[src/rtl/adxl357_pkg.sv]
// Shared types and constants for the ADXL357 sample-averaging path.
package adxl357_pkg;

    localparam int ACC_DATA_W          = 20;
    localparam int TEMP_DATA_W         = 12;
    localparam int DEFAULT_TIMEOUT_CYC = 5_000_000;
    localparam int WD_W                = 23;

    typedef enum logic [2:0] {
        IDLE   = 3'd0,
        WAIT   = 3'd1,
        SETTLE = 3'd2,
        ACCUM  = 3'd3,
        EMIT   = 3'd4
    } avg_state_t;

    // Requested averaging exponent limited to what the accumulators can hold.
    function automatic logic [3:0] clamp_log2(input logic [3:0] req, input logic [3:0] max_log2);
        return (req > max_log2) ? max_log2 : req;
    endfunction

endpackage

[src/rtl/adxl357_finish_edge_det.sv]
// Brings the controller finish bit into i_clk and flags its falling edge.
module adxl357_finish_edge_det (
    input  logic i_clk,
    input  logic i_rst,
    input  logic i_finish,
    output logic o_fall
);

    logic meta_q;
    logic sync_q;
    logic prev_q;

    always_ff @(posedge i_clk) begin
        if (i_rst) begin
            meta_q <= 1'b0;
            sync_q <= 1'b0;
            prev_q <= 1'b0;
        end else begin
            meta_q <= i_finish;
            sync_q <= meta_q;
            prev_q <= sync_q;
        end
    end

    // One-cycle pulse on the first cycle the synchronized level reads low.
    assign o_fall = prev_q & ~sync_q;

endmodule

[src/rtl/adxl357_sample_averager.sv]
// Captures each completed ADXL357 burst, boxcar-averages 2^k samples and
// emits one decimated frame; also raises o_stale when samples stop arriving.
module adxl357_sample_averager
    import adxl357_pkg::*;
#(
    parameter int DATA_W      = 32,
    parameter int MAX_LOG2    = 8,
    parameter int TIMEOUT_CYC = DEFAULT_TIMEOUT_CYC,
    parameter int SETTLE_CYC  = 4
) (
    input  logic              i_clk,
    input  logic              i_rst,
    input  logic              i_en,
    input  logic [3:0]        i_avg_log2,
    input  logic              i_finish,
    input  logic [DATA_W-1:0] i_acc_x,
    input  logic [DATA_W-1:0] i_acc_y,
    input  logic [DATA_W-1:0] i_acc_z,
    input  logic [DATA_W-1:0] i_temp,
    output logic [DATA_W-1:0] o_acc_x,
    output logic [DATA_W-1:0] o_acc_y,
    output logic [DATA_W-1:0] o_acc_z,
    output logic [DATA_W-1:0] o_temp,
    output logic              o_valid,
    output logic [15:0]       o_frame_cnt,
    output logic              o_stale,
    output avg_state_t        o_state
);

    localparam int AW = DATA_W + MAX_LOG2;
    localparam int CW = MAX_LOG2 + 1;
    localparam int SW = $clog2(SETTLE_CYC + 2);
    localparam logic [3:0]      MAX_K       = 4'(MAX_LOG2);
    localparam logic [SW-1:0]   SETTLE_LOAD = SW'(SETTLE_CYC);
    localparam logic [WD_W-1:0] TIMEOUT_LIM = WD_W'(TIMEOUT_CYC);

    avg_state_t             state_q;
    logic [3:0]             k_q;
    logic [CW-1:0]          sample_cnt_q;
    logic [SW-1:0]          settle_cnt_q;
    logic                   pending_q;
    logic signed [AW-1:0]   acc_x_q;
    logic signed [AW-1:0]   acc_y_q;
    logic signed [AW-1:0]   acc_z_q;
    logic [AW-1:0]          acc_t_q;
    logic [WD_W-1:0]        wd_cnt_q;

    logic                   fin_fall;
    logic signed [AW-1:0]   ext_x;
    logic signed [AW-1:0]   ext_y;
    logic signed [AW-1:0]   ext_z;
    logic [AW-1:0]          ext_t;
    logic [CW-1:0]          sample_cnt_nx;
    logic [CW-1:0]          win_len;

    adxl357_finish_edge_det u_finish_edge (
        .i_clk    (i_clk),
        .i_rst    (i_rst),
        .i_finish (i_finish),
        .o_fall   (fin_fall)
    );

    assign ext_x         = {{MAX_LOG2{i_acc_x[DATA_W-1]}}, i_acc_x};
    assign ext_y         = {{MAX_LOG2{i_acc_y[DATA_W-1]}}, i_acc_y};
    assign ext_z         = {{MAX_LOG2{i_acc_z[DATA_W-1]}}, i_acc_z};
    assign ext_t         = {{MAX_LOG2{1'b0}}, i_temp};
    assign sample_cnt_nx = sample_cnt_q + CW'(1);
    assign win_len       = CW'(1) << k_q;

    // o_valid is a one-cycle strobe with no back-pressure: the output words
    // change in the same cycle and the consumer must take them then.
    always_ff @(posedge i_clk) begin
        if (i_rst) begin
            state_q      <= IDLE;
            k_q          <= '0;
            sample_cnt_q <= '0;
            settle_cnt_q <= '0;
            pending_q    <= 1'b0;
            acc_x_q      <= '0;
            acc_y_q      <= '0;
            acc_z_q      <= '0;
            acc_t_q      <= '0;
            o_acc_x      <= '0;
            o_acc_y      <= '0;
            o_acc_z      <= '0;
            o_temp       <= '0;
            o_valid      <= 1'b0;
            o_frame_cnt  <= '0;
        end else if (!i_en) begin
            state_q      <= IDLE;
            sample_cnt_q <= '0;
            pending_q    <= 1'b0;
            acc_x_q      <= '0;
            acc_y_q      <= '0;
            acc_z_q      <= '0;
            acc_t_q      <= '0;
            o_valid      <= 1'b0;
        end else begin
            o_valid <= 1'b0;
            // Edges outside WAIT are remembered; a second one while pending is dropped.
            if (fin_fall && state_q != WAIT) begin
                pending_q <= 1'b1;
            end
            case (state_q)
                IDLE: begin
                    k_q          <= clamp_log2(i_avg_log2, MAX_K);
                    sample_cnt_q <= '0;
                    acc_x_q      <= '0;
                    acc_y_q      <= '0;
                    acc_z_q      <= '0;
                    acc_t_q      <= '0;
                    state_q      <= WAIT;
                end
                WAIT: begin
                    if (pending_q || fin_fall) begin
                        pending_q    <= 1'b0;
                        settle_cnt_q <= SETTLE_LOAD;
                        state_q      <= SETTLE;
                    end
                end
                SETTLE: begin
                    if (settle_cnt_q != '0) begin
                        settle_cnt_q <= settle_cnt_q - SW'(1);
                    end
                    if (settle_cnt_q <= SW'(1)) begin
                        state_q <= ACCUM;
                    end
                end
                ACCUM: begin
                    acc_x_q      <= acc_x_q + ext_x;
                    acc_y_q      <= acc_y_q + ext_y;
                    acc_z_q      <= acc_z_q + ext_z;
                    acc_t_q      <= acc_t_q + ext_t;
                    sample_cnt_q <= sample_cnt_nx;
                    state_q      <= (sample_cnt_nx == win_len) ? EMIT : WAIT;
                end
                EMIT: begin
                    // Arithmetic shift floors signed averages toward -inf.
                    o_acc_x     <= DATA_W'(acc_x_q >>> k_q);
                    o_acc_y     <= DATA_W'(acc_y_q >>> k_q);
                    o_acc_z     <= DATA_W'(acc_z_q >>> k_q);
                    o_temp      <= DATA_W'(acc_t_q >> k_q);
                    o_valid     <= 1'b1;
                    o_frame_cnt <= o_frame_cnt + 16'd1;
                    state_q     <= IDLE;
                end
                default: state_q <= IDLE;
            endcase
        end
    end

    always_ff @(posedge i_clk) begin
        if (i_rst || !i_en || state_q == ACCUM) begin
            wd_cnt_q <= '0;
        end else if (wd_cnt_q != {WD_W{1'b1}}) begin
            wd_cnt_q <= wd_cnt_q + WD_W'(1);
        end
    end

    assign o_stale = (wd_cnt_q >= TIMEOUT_LIM);
    assign o_state = state_q;

endmodule

[config.mk]
export PLATFORM = sky130hd
export DESIGN_NAME = adxl357_sample_averager
export DESIGN_NICKNAME = d
export VERILOG_FILES = /design/src/rtl/adxl357_pkg.sv /design/src/rtl/adxl357_finish_edge_det.sv /design/src/rtl/adxl357_sample_averager.sv
export SDC_FILE = /design/constraint.sdc
export NUM_CORES = 1
export LEC_CHECK = 0
export BUFFER_PORTS_ARGS = -buffer_cell sky130_fd_sc_hd__buf_2
export CORE_ASPECT_RATIO = 1.4
export CORE_UTILIZATION = 42
export DETAILED_ROUTE_END_ITERATION = 7
export PLACE_DENSITY_LB_ADDON = 0.1
export SYNTH_ARGS = -nofsm -noshare
export SYNTH_HDL_FRONTEND = slang
export SYNTH_SLANG_ARGS = --single-unit
[constraint.sdc]
create_clock -name i_clk -period 4.38 [get_ports i_clk]
set_clock_uncertainty 0.1 [all_clocks]
set_input_delay 0.219 -clock i_clk [delete_from_list [all_inputs] [get_ports i_clk]]
set_output_delay 0.219 -clock i_clk [all_outputs]
set_load 0.01 [all_outputs]
==> results.toml, run 1 <==
[min_path]
worstHoldStart = "i_temp[28]"
timing.hold.worst_endpoint = "acc_t_q[28]$_SDFFE_PP0P_"
hp-class = "input port to register"
worstHoldPathCells = 4

[clock_network]
clk_pin_slew_ps = 70
numClockSinks = 351
htree_num_levels = 2
cts.path.max_buffers = 3
ctsRootBufferMaster = "clkbuf_16"
worstSkewPairLatency_ps = 570
cts_inserted_buffers = 41
tritoncts = "done"

[setup_path]
reg2reg_to = "acc_x_q[32]$_SDFFE_PP0P_"
max_stage_delay_ps = 420
crit-reg2reg-launch = "acc_x_q[0]$_SDFFE_PP0P_"
critPathMostFrequentCell = "a21oi_1"
critical_path_peak_fanout = 4
critical_path_class = "register to register"
cp_cell_sequence = "ha_1, fa_1, a21o_1, a21oi_1, o21ai_1, a21oi_1, o21ai_1, a41oi_1, o21ai_0, a21oi_1, xor2_1, o21ai_0"
required_ps = 4700
startpoint_type = "register"
worst_path_max_delay_cell = "fa_1"
r2r_slack_ps = 1070
critical-path-top-delay-family = "compound AO/OA/AOI/OAI gates"
critical_path.endpoint_type = "register"
cp_data_arrival_time_ps = 3620
path_buf_inv = 0
number_of_cells_traversed_by_the_worst_register_to_register_path = 12

[pwr]
totalPowerFinal_mw = 7.50
comb_power_share = 0.093
clock_power_share = 0.477
power_switching_mw = 1.94
cell_internal_pwr_mw = 5.56
p_per_area_nw_per_um2 = 248
p_leak_nw = 12.7
vdd.ir_drop.worst_mv = 0.267
power_frac_seq = 0.430
p_sw_frac = 0.259

[logic_synthesis]
yosys.cell_count.top_type = "nand2_1"
post-synth-top-area-cell = "dfxtp_1"
asyncSetResetFlopFracSynth = 0
synth-edff-count = 0
synth-seq-area-share = 0.263
yosys.area.top_type_share = 0.263
synth.cell_area_um2 = 26700
synth_area_leaders = "dfxtp_1 (26%), mux4_2 (11%), ha_1 (7.3%)"
post_synth.cell_area_avg_um2 = 8.29
synth.distinct_cells = 87
yosys_warnings = 0
postSynthCellCount = 3220
ys_ff_latch = 351
synth_commonest_cells = "nand2_1 (394), dfxtp_1 (351), nor2_1 (331)"
synthesis.nets = 3516
postSynth.topFlopCell = "dfxtp_1"

[timing]
grt_setup_unrepaired = "no"
fin_tns_setup_ps = 0
max_freq_mhz = 302
worst_tran_pin_value_ps = 1060
post-route-period-util = 0.755
slew_viol_final = 0
report.final.setup_viol = 0
final_period_minus_worst_setup_slack_ps = 3310
hold_viol_final = 0
max_slew_margin = 0.294

[route]
wl_met3_um = 4740
m1WireLength_um = 36100
met2WireLength_um = 47200
routed_wire_length_per_instance_um = 21.8
drt-initial-drc-count = 1719
routed-via-count = 25300
drt_pre_antenna_iters = 5
route.detailed.drc = 0
final_antenna_net_count = 0
via_per_inst = 5.97
aggregate_routed_wire_length_um = 92200
routed.top_layer = "met4"

[floorplanning]
die_width_um = 215
dieHeight_um = 300
core_um2 = 63000
floorplan.initialDensity = 0.424
design.die.area_um2 = 64600
floorplan.io_pins = 285
floorplan.rows = 109

[finish]
n_fill_cell = 6229
ff_latch_area_um2 = 7040
post_route_cells_drive_above_1_share = 0.173
area.growth.synth_to_final_pct = 13.1
area_used_by_multi_input_combinational_logic_um2 = 18700
num_antenna_cells = 0
fin_nets = 3676

[grt]
grt_first_pass_wirelength_um = 142000
globalRouteTotalUtil = 0.278
globalRouteOverflowTotal = 0
first_global_vias = 24700
largest_net_degree_at_the_start_of_global_routing = 98
grt_antenna_before_repair = 0

[place]
dp_hpwl_um = 68300
place.gp.congestion = 0.970
placement.io_buffers = 284

[outcome]
status = "finished, final reports clean"

[run]
maxCapViolCount = 0
## logic make-up (layout without fill, tap and decap cells)
family | after synthesis | in the layout | synth area share
AND/OR/NAND/NOR | 1016 | 1016 | 0.169
AO/OA/AOI/OAI | 994 | 994 | 0.234
flip-flops | 351 | 351 | 0.263
buffers and inverters | 267 | 455 | 0.0389
multiplexers | 266 | 266 | 0.165
XOR/XNOR | 166 | 166 | 0.0545
adder cells (fa/ha/maj) | 160 | 160 | 0.0761
## layer usage
layer	GRT usage	up-vias
met1	0.319	12200
met3	0.0394	172
li1	-	12100
met4	0.127	0
met2	0.509	758
met5	0	-
## flip-flops by register name, indices dropped and copies added, names as in the netlist, 16 cells and up
name         cells
acc_t_q         40
acc_x_q         40
acc_y_q         40
acc_z_q         40
o_acc_x         32
o_acc_y         32
o_acc_z         32
o_temp          32
wd_cnt_q        23
o_frame_cnt     16
## cell type report
cell class,count,area share
flip-flops and latches,351,0.233
clock inverters,10,0.00439
well taps,832,0.0345
repair buffers,332,0.0627
inverters,52,0.00655
clock buffers,61,0.0405
multi-input cells,2602,0.618
## timing repair
action,4_1_cts,5_1_grt
hold endpoints to repair,14,0
setup buffers,0,0
hold buffers,17,0
gates resized for setup,0,0
## metrics by stage
step | hold slack (ps) | area [um^2] | worst slack (ps) | util | instances
final | 75.7 | 30200 | 1070 | 0.479 | 4240
after CTS | 45.0 | 30200 | 1040 | 0.479 | 4240
after global placement | 334 | 28700 | 1120 | 0.455 | 4152
after detailed placement | 338 | 28700 | 1050 | 0.455 | 4152
after floorplan | 247 | 26700 | 1470 | - | 3220
after global routing | 91.3 | 30200 | 748 | 0.479 | 4240
## worst register-to-register path: stages (launching register included)
cell and delay, ps:
dfxtp_1 330, ha_1 230, fa_1 420, a21o_1 180
a21oi_1 300, o21ai_1 100, a21oi_1 200, o21ai_1 210
a41oi_1 410, o21ai_0 240, a21oi_1 210, xor2_1 160
o21ai_0 80
## power groups by stage
stage                     Clock (mW)  Sequential, mW  Combinational (mW)
after floorplan                    0            3.27               0.487
after global placement             0            3.30               0.676
after detailed placement           0            3.30               0.681
after CTS                       3.66            3.22               0.696
after global routing            3.76            3.23               0.757
final                           3.58            3.22               0.696
## placed cells by master, fill, tap and decap left out, types with 10 or more instances in the layout
cell / instances
nand2_1: 393
dfxtp_1: 347
nor2_1: 330
a21oi_1: 329
buf_2: 283
o21ai_0: 206
ha_1: 156
mux4_2: 135
a21o_1: 111
mux2i_1: 99
xor2_1: 91
xnor2_1: 75
a22oi_1: 66
a211oi_1: 65
nand3_1: 53
inv_1: 50
o211ai_1: 44
clkbuf_16: 42
nor2b_1: 39
nand4_1: 36
nor3_1: 35
mux2_2: 32
and2_1: 27
buf_4: 26
and3_1: 24
o21a_1: 23
o21bai_1: 20
a31oi_1: 20
dlygate4sd3_1: 17
nand2b_1: 16
or3_1: 14
o21ai_1: 13
a22o_1: 12
o221ai_1: 10
clkbuf_8: 10
## worst max-delay path by stage
| stage | end | slack (ps) | startpoint | depth (start not counted) |
|---|---|---|---|---|
| 2_1_floorplan | acc_t_q[24]$_SDFFE_PP0P_ | 1470 | acc_t_q[0]$_SDFFE_PP0P_ | 12 |
| 3_3_place_gp | o_acc_y[30]$_SDFFE_PP0P_ | 1120 | k_q[0]$_SDFFE_PP0P_ | 8 |
| 3_5_place_dp | o_acc_y[30]$_SDFFE_PP0P_ | 1050 | k_q[0]$_SDFFE_PP0P_ | 8 |
| 4_1_cts | o_acc_y[30]$_SDFFE_PP0P_ | 1040 | k_q[0]$_SDFFE_PP0P_ | 8 |
| 5_1_grt | acc_x_q[32]$_SDFFE_PP0P_ | 750 | acc_x_q[0]$_SDFFE_PP0P_ | 12 |
| 6_report | acc_x_q[32]$_SDFFE_PP0P_ | 1070 | acc_x_q[0]$_SDFFE_PP0P_ | 12 |
Power figures use the tool's default switching activity.
==> run 2: changes to the inputs <==
Clock period 4.38 ns to 2.8 ns, I/O delays scaled along.
==> run 2 against run 1 <==
Effect of this change: the run now ends with setup timing left; routed wire length rose by 3.5%; non-clock buffer count rose by 326; die area did not move; register-to-register slack got worse by 1300 ps; first-iteration DRC count fell by 0.81%; setup slack got worse by 1300 ps; critical endpoint is now acc_t_q[20]$_SDFFE_PP0P_.
==> results.toml, run 2 (synthesis gave the netlist of run 1 again) <==
[outcome]
status = "finished, violations left"
violations = "setup timing"

[floorplanning]
floorplan.initialDensity = 0.424
floorplan.rows = 109
core_um2 = 63000
design.die.area_um2 = 64600
dieHeight_um = 300
floorplan.io_pins = 285
die_width_um = 215

[place]
dp_hpwl_um = 71000
placed_cells = 4447
place.gp.congestion = 0.964
postPlaceCellArea_um2 = 31100
worst_setup_timing_slack_at_the_placement_stage_ps = -319
placement.io_buffers = 284

[timing]
grt_setup_unrepaired = "yes"
worst_tran_pin_value_ps = 824
fin_tns_setup_ps = -1820
hold_viol_final = 0
max_slew_margin = 0.450
max_freq_mhz = 332
hold_ws_ps = 15.0
post-route-period-util = 1.07
final_period_minus_worst_setup_slack_ps = 3010
worst_slack_ps = -210
slew_viol_final = 0
report.final.setup_viol = 19

[setup_path]
crit-reg2reg-launch = "acc_t_q[0]$_SDFFE_PP0P_"
critical_path_peak_fanout = 2
critical_path.endpoint_type = "register"
required_ps = 3170
number_of_cells_traversed_by_the_worst_register_to_register_path = 12
cp_data_arrival_time_ps = 3380
startpoint_type = "register"
r2r_slack_ps = -210
reg2reg_to = "acc_t_q[20]$_SDFFE_PP0P_"
crit_start = "acc_t_q[0]$_SDFFE_PP0P_"
critical_path_class = "register to register"
critPathCapture = "acc_t_q[20]$_SDFFE_PP0P_"

[finish]
num_antenna_cells = 0
area.growth.synth_to_final_pct = 27.0
post_layout_nonfiller_instances = 4571
post_route_cells_drive_above_1_share = 0.283
layout.core_utilization = 0.538
area_used_by_multi_input_combinational_logic_um2 = 19600
fin_area_um2 = 33900
ff_latch_area_um2 = 7070
final_common_cell = "nand2_1"
n_fill_cell = 6027
commonest_cells_after_routing_fill_and_taps_aside = "nand2_1 (390), nor2_1 (327), dfxtp_1 (326), buf_4 (322), a21oi_1 (306)"
fin_nets = 4003

[route]
drt-initial-drc-count = 1705
final_antenna_net_count = 0
routed-via-count = 27000
via_per_inst = 5.90
route.detailed.drc = 0
drt_pre_antenna_iters = 7
routed_wire_length_per_instance_um = 20.9
aggregate_routed_wire_length_um = 95400

[run]
maxCapViolCount = 0

[min_path]
hp-class = "input port to register"
worstHoldStart = "i_temp[20]"

[grt]
globalRouteOverflowTotal = 0
first_global_vias = 26600
globalRouteTotalUtil = 0.285
grt_antenna_before_repair = 0
grt_first_pass_wirelength_um = 147000
largest_net_degree_at_the_start_of_global_routing = 179

[clock_network]
htree_num_levels = 2
cts_inserted_buffers = 42
ctsRootBufferMaster = "clkbuf_16"
tritoncts = "done"
worstSkewPairLatency_ps = 580
cts.path.max_buffers = 3
clk_pin_slew_ps = 60
numClockSinks = 351

[pwr]
p_per_area_nw_per_um2 = 363
p_leak_nw = 14.5
vdd.ir_drop.worst_mv = 0.376
totalPowerFinal_mw = 12.3
[run 2: worst min-delay path by stage]
stage | to | cells after the start
global placement | u_finish_edge.meta_q$_SDFF_PP0_ | 2
global route | acc_x_q[10]$_SDFFE_PP0P_ | 4
CTS | acc_y_q[25]$_SDFFE_PP0P_ | 4
finish | acc_t_q[20]$_SDFFE_PP0P_ | 4
floorplan | u_finish_edge.meta_q$_SDFF_PP0_ | 1
detailed placement | u_finish_edge.meta_q$_SDFF_PP0_ | 2
[run 2: critical path, cell delays in order (launching register included)]
cell,delay [ps]
dfxtp_2,330
ha_4,160
fa_2,360
a211o_4,350
a211oi_4,260
nor3_2,100
o21ai_2,180
nand2_1,90
a21o_1,180
a21o_1,190
a311o_1,350
xnor2_1,170
o21ai_1,70
[run 2: power by group]
| group | leakage, nW | internal [mW] | switching (mW) |
|---|---|---|---|
| Clock | 0.727 | 3.60 | 2.37 |
| Combinational | 10.9 | 0.541 | 0.789 |
| Sequential | 2.84 | 5.00 | 0.0191 |
| Total | 14.5 | 9.14 | 3.18 |
[run 2: layer usage]
metal  GRT usage  share of wire  vias up
li1            -              -    12800
met1       0.327           0.39    13100
met2       0.519           0.51      831
met3      0.0401          0.050      240
met4       0.138          0.050        0
met5           0              0        -
[run 2: cell type report]
class,count,share of cell area
Clock inverter,18,0.00734
Timing Repair Buffer,658,0.134
Sequential cell,351,0.209
Tap cell,832,0.0307
Multi-Input combinational cell,2602,0.577
Clock buffer,58,0.0361
Inverter,52,0.00583
[run 2: what timing repair did]
item,4_1_cts,5_1_grt
gates resized for setup,67,143
hold buffers,26,0
setup endpoints to repair,55,74
setup buffers,12,15
pin swaps,48,78
hold endpoints to repair,57,0
==> run 3: changes to the inputs <==
Clock period 2.8 ns to 2.9 ns, I/O delays scaled along.
==> run 3 against run 2 <==
Effect of this change: the flow still finishes with violations (setup timing); first-iteration DRC count down 4.9%; die area unchanged; via count is 1.5% lower; utilization down 1.5 points; global-route usage grew 0.13 points; largest cell class unchanged; hold slack gained 5.1 ps.
==> results.toml, run 3 (synthesis gave the netlist of run 1 again) <==
[pwr]
power_switching_mw = 3.15
totalPowerFinal_mw = 11.9
p_per_area_nw_per_um2 = 360
p_leak_nw = 14.2
vdd.ir_drop.worst_mv = 0.414
comb_power_share = 0.103
clock_power_share = 0.488
cell_internal_pwr_mw = 8.72
power_frac_seq = 0.408
p_sw_frac = 0.265

[timing]
post-route-period-util = 1.05
hold_viol_final = 0
slew_viol_final = 0
worst_tran_pin_value_ps = 950
grt_setup_unrepaired = "yes"
max_slew_margin = 0.366
report.final.setup_viol = 15
max_freq_mhz = 329
final_period_minus_worst_setup_slack_ps = 3040
worst_slack_ps = -138

[grt]
globalRouteOverflowTotal = 0
first_global_vias = 26600
globalRouteTotalUtil = 0.287
gr-usage-met3 = 0.0425
globalRouteMet1Util = 0.328
grt_first_pass_wirelength_um = 148000
grt.busiest_layer = "met2"
grt_antenna_before_repair = 1
largest_net_degree_at_the_start_of_global_routing = 85
gr-usage-met2 = 0.525

[setup_path]
cp_data_arrival_time_ps = 3400
crit_start = "acc_t_q[0]$_SDFFE_PP0P_"
critical_path_peak_fanout = 2
crit-reg2reg-launch = "acc_t_q[0]$_SDFFE_PP0P_"
critPathMostFrequentCell = "a21o_1"
critical_path_class = "register to register"
max_stage_delay_ps = 390
required_ps = 3260
startpoint_type = "register"
worst_path_max_delay_cell = "a311o_1"
cp_cell_sequence = "ha_4, fa_2, a211o_4, a211oi_4, nor3_4, o21ai_2, nand2_1, a21o_1, a21o_1, a311o_1, mux2i_1, o21ai_1"
critical_path.endpoint_type = "register"
r2r_slack_ps = -140

[finish]
n_fill_cell = 6049
commonest_cells_after_routing_fill_and_taps_aside = "nand2_1 (391), dfxtp_1 (339), nor2_1 (329), a21oi_1 (308), buf_2 (283)"
area_used_by_multi_input_combinational_logic_um2 = 19200
layout.core_utilization = 0.523
post_route_cells_drive_above_1_share = 0.258
num_antenna_cells = 0
ff_latch_area_um2 = 7050
final_common_cell = "nand2_1"
fin_area_um2 = 33000
area.growth.synth_to_final_pct = 23.6
post_layout_nonfiller_instances = 4501
fin_nets = 3932

[place]
dp_hpwl_um = 71100
worst_setup_timing_slack_at_the_placement_stage_ps = -251
postPlaceCellArea_um2 = 30600
placement.io_buffers = 284
place.gp.congestion = 0.965
placed_cells = 4388

[route]
final_antenna_net_count = 0
route.detailed.drc = 0
drt_pre_antenna_iters = 5
routed_wire_length_per_instance_um = 21.2
via_per_inst = 5.91
drt-initial-drc-count = 1621
aggregate_routed_wire_length_um = 95400
routed-via-count = 26600

[floorplanning]
floorplan.initialDensity = 0.424
die_width_um = 215
floorplan.rows = 109
core_um2 = 63000
floorplan.io_pins = 285
dieHeight_um = 300
design.die.area_um2 = 64600

[clock_network]
numClockSinks = 351
cts.path.max_buffers = 3
ctsRootBufferMaster = "clkbuf_16"
htree_num_levels = 2
tritoncts = "done"
cts_inserted_buffers = 41
clk_pin_slew_ps = 70
worstSkewPairLatency_ps = 590

[outcome]
status = "finished, violations left"
violations = "setup timing"

[min_path]
hp-class = "input port to register"
worstHoldStart = "i_acc_z[28]"

[run]
maxCapViolCount = 0
==> run 3: cell types whose count changed in the layout (fill, tap and decap cells not counted), sizes merged <==
cell and change:
clkinv +1, buf -68, clkbuf -6, inv +1, dlygate4sd3 -2, clkinvlp +4
==> run 3: worst max-delay path, delay by kind of cell, from the launching register on <==
kind	cells	cell delay [ps]
multiplexers	1	180
adder cells (fa/ha/maj)	2	510
AND/OR/NAND/NOR	2	180
AO/OA/AOI/OAI	7	1590
flip-flops	1	330
==> run 3: layer usage <==
metal / share of wire / wire length (um) / vias to the layer above
met4: 0.045 / 4310 / 2
met2: 0.51 / 48800 / 771
met3: 0.050 / 4740 / 206
met1: 0.39 / 37500 / 12900
li1: - / - / 12700
met5: 0.00014 / 13 / -
==> run 3: power groups by stage <==
stage / registers (mW) / logic, mW / clock network (mW)
2_1_floorplan: 4.94 / 0.736 / 0
5_1_grt: 4.85 / 1.33 / 6.09
3_3_place_gp: 4.96 / 1.15 / 0
3_5_place_dp: 4.96 / 1.17 / 0
6_report: 4.85 / 1.23 / 5.80
4_1_cts: 4.85 / 1.21 / 5.92
==> run 3: cell type report <==
cell class | instances | share of cell area
multi-input cells | 2602 | 0.583
flip-flops and latches | 351 | 0.214
repair buffers | 588 | 0.120
clock buffers | 52 | 0.0354
well taps | 832 | 0.0316
clock inverters | 24 | 0.00967
inverters | 52 | 0.00599
==> run 3: path summary, 6_finish.rpt <==
check | cells past startpoint | end
hold reg to reg | 2 | o_acc_x[22]$_SDFFE_PP0P_
setup / recovery | 12 | acc_t_q[24]$_SDFFE_PP0P_
hold / removal | 4 | acc_z_q[28]$_SDFFE_PP0P_
setup reg to reg | 12 | acc_t_q[24]$_SDFFE_PP0P_
==> run 3: what timing repair did <==
item | in CTS | in global routing
gates resized for setup | 51 | 84
hold buffers | 24 | 0
setup endpoints to repair | 46 | 60
pin swaps | 45 | 60
buffers inserted | 7 | 10
hold endpoints to repair | 31 | 0
==> run 3: stage by stage <==
| stage | setup TNS (ps) | hold slack [ps] |
|---|---|---|
| after detailed placement | -4830 | 271 |
| after global routing | -3000 | 45.1 |
| final | -770 | 20.1 |
| after global placement | -2950 | 291 |
| after floorplan | 0 | 173 |
| after CTS | -1700 | 0.748 |
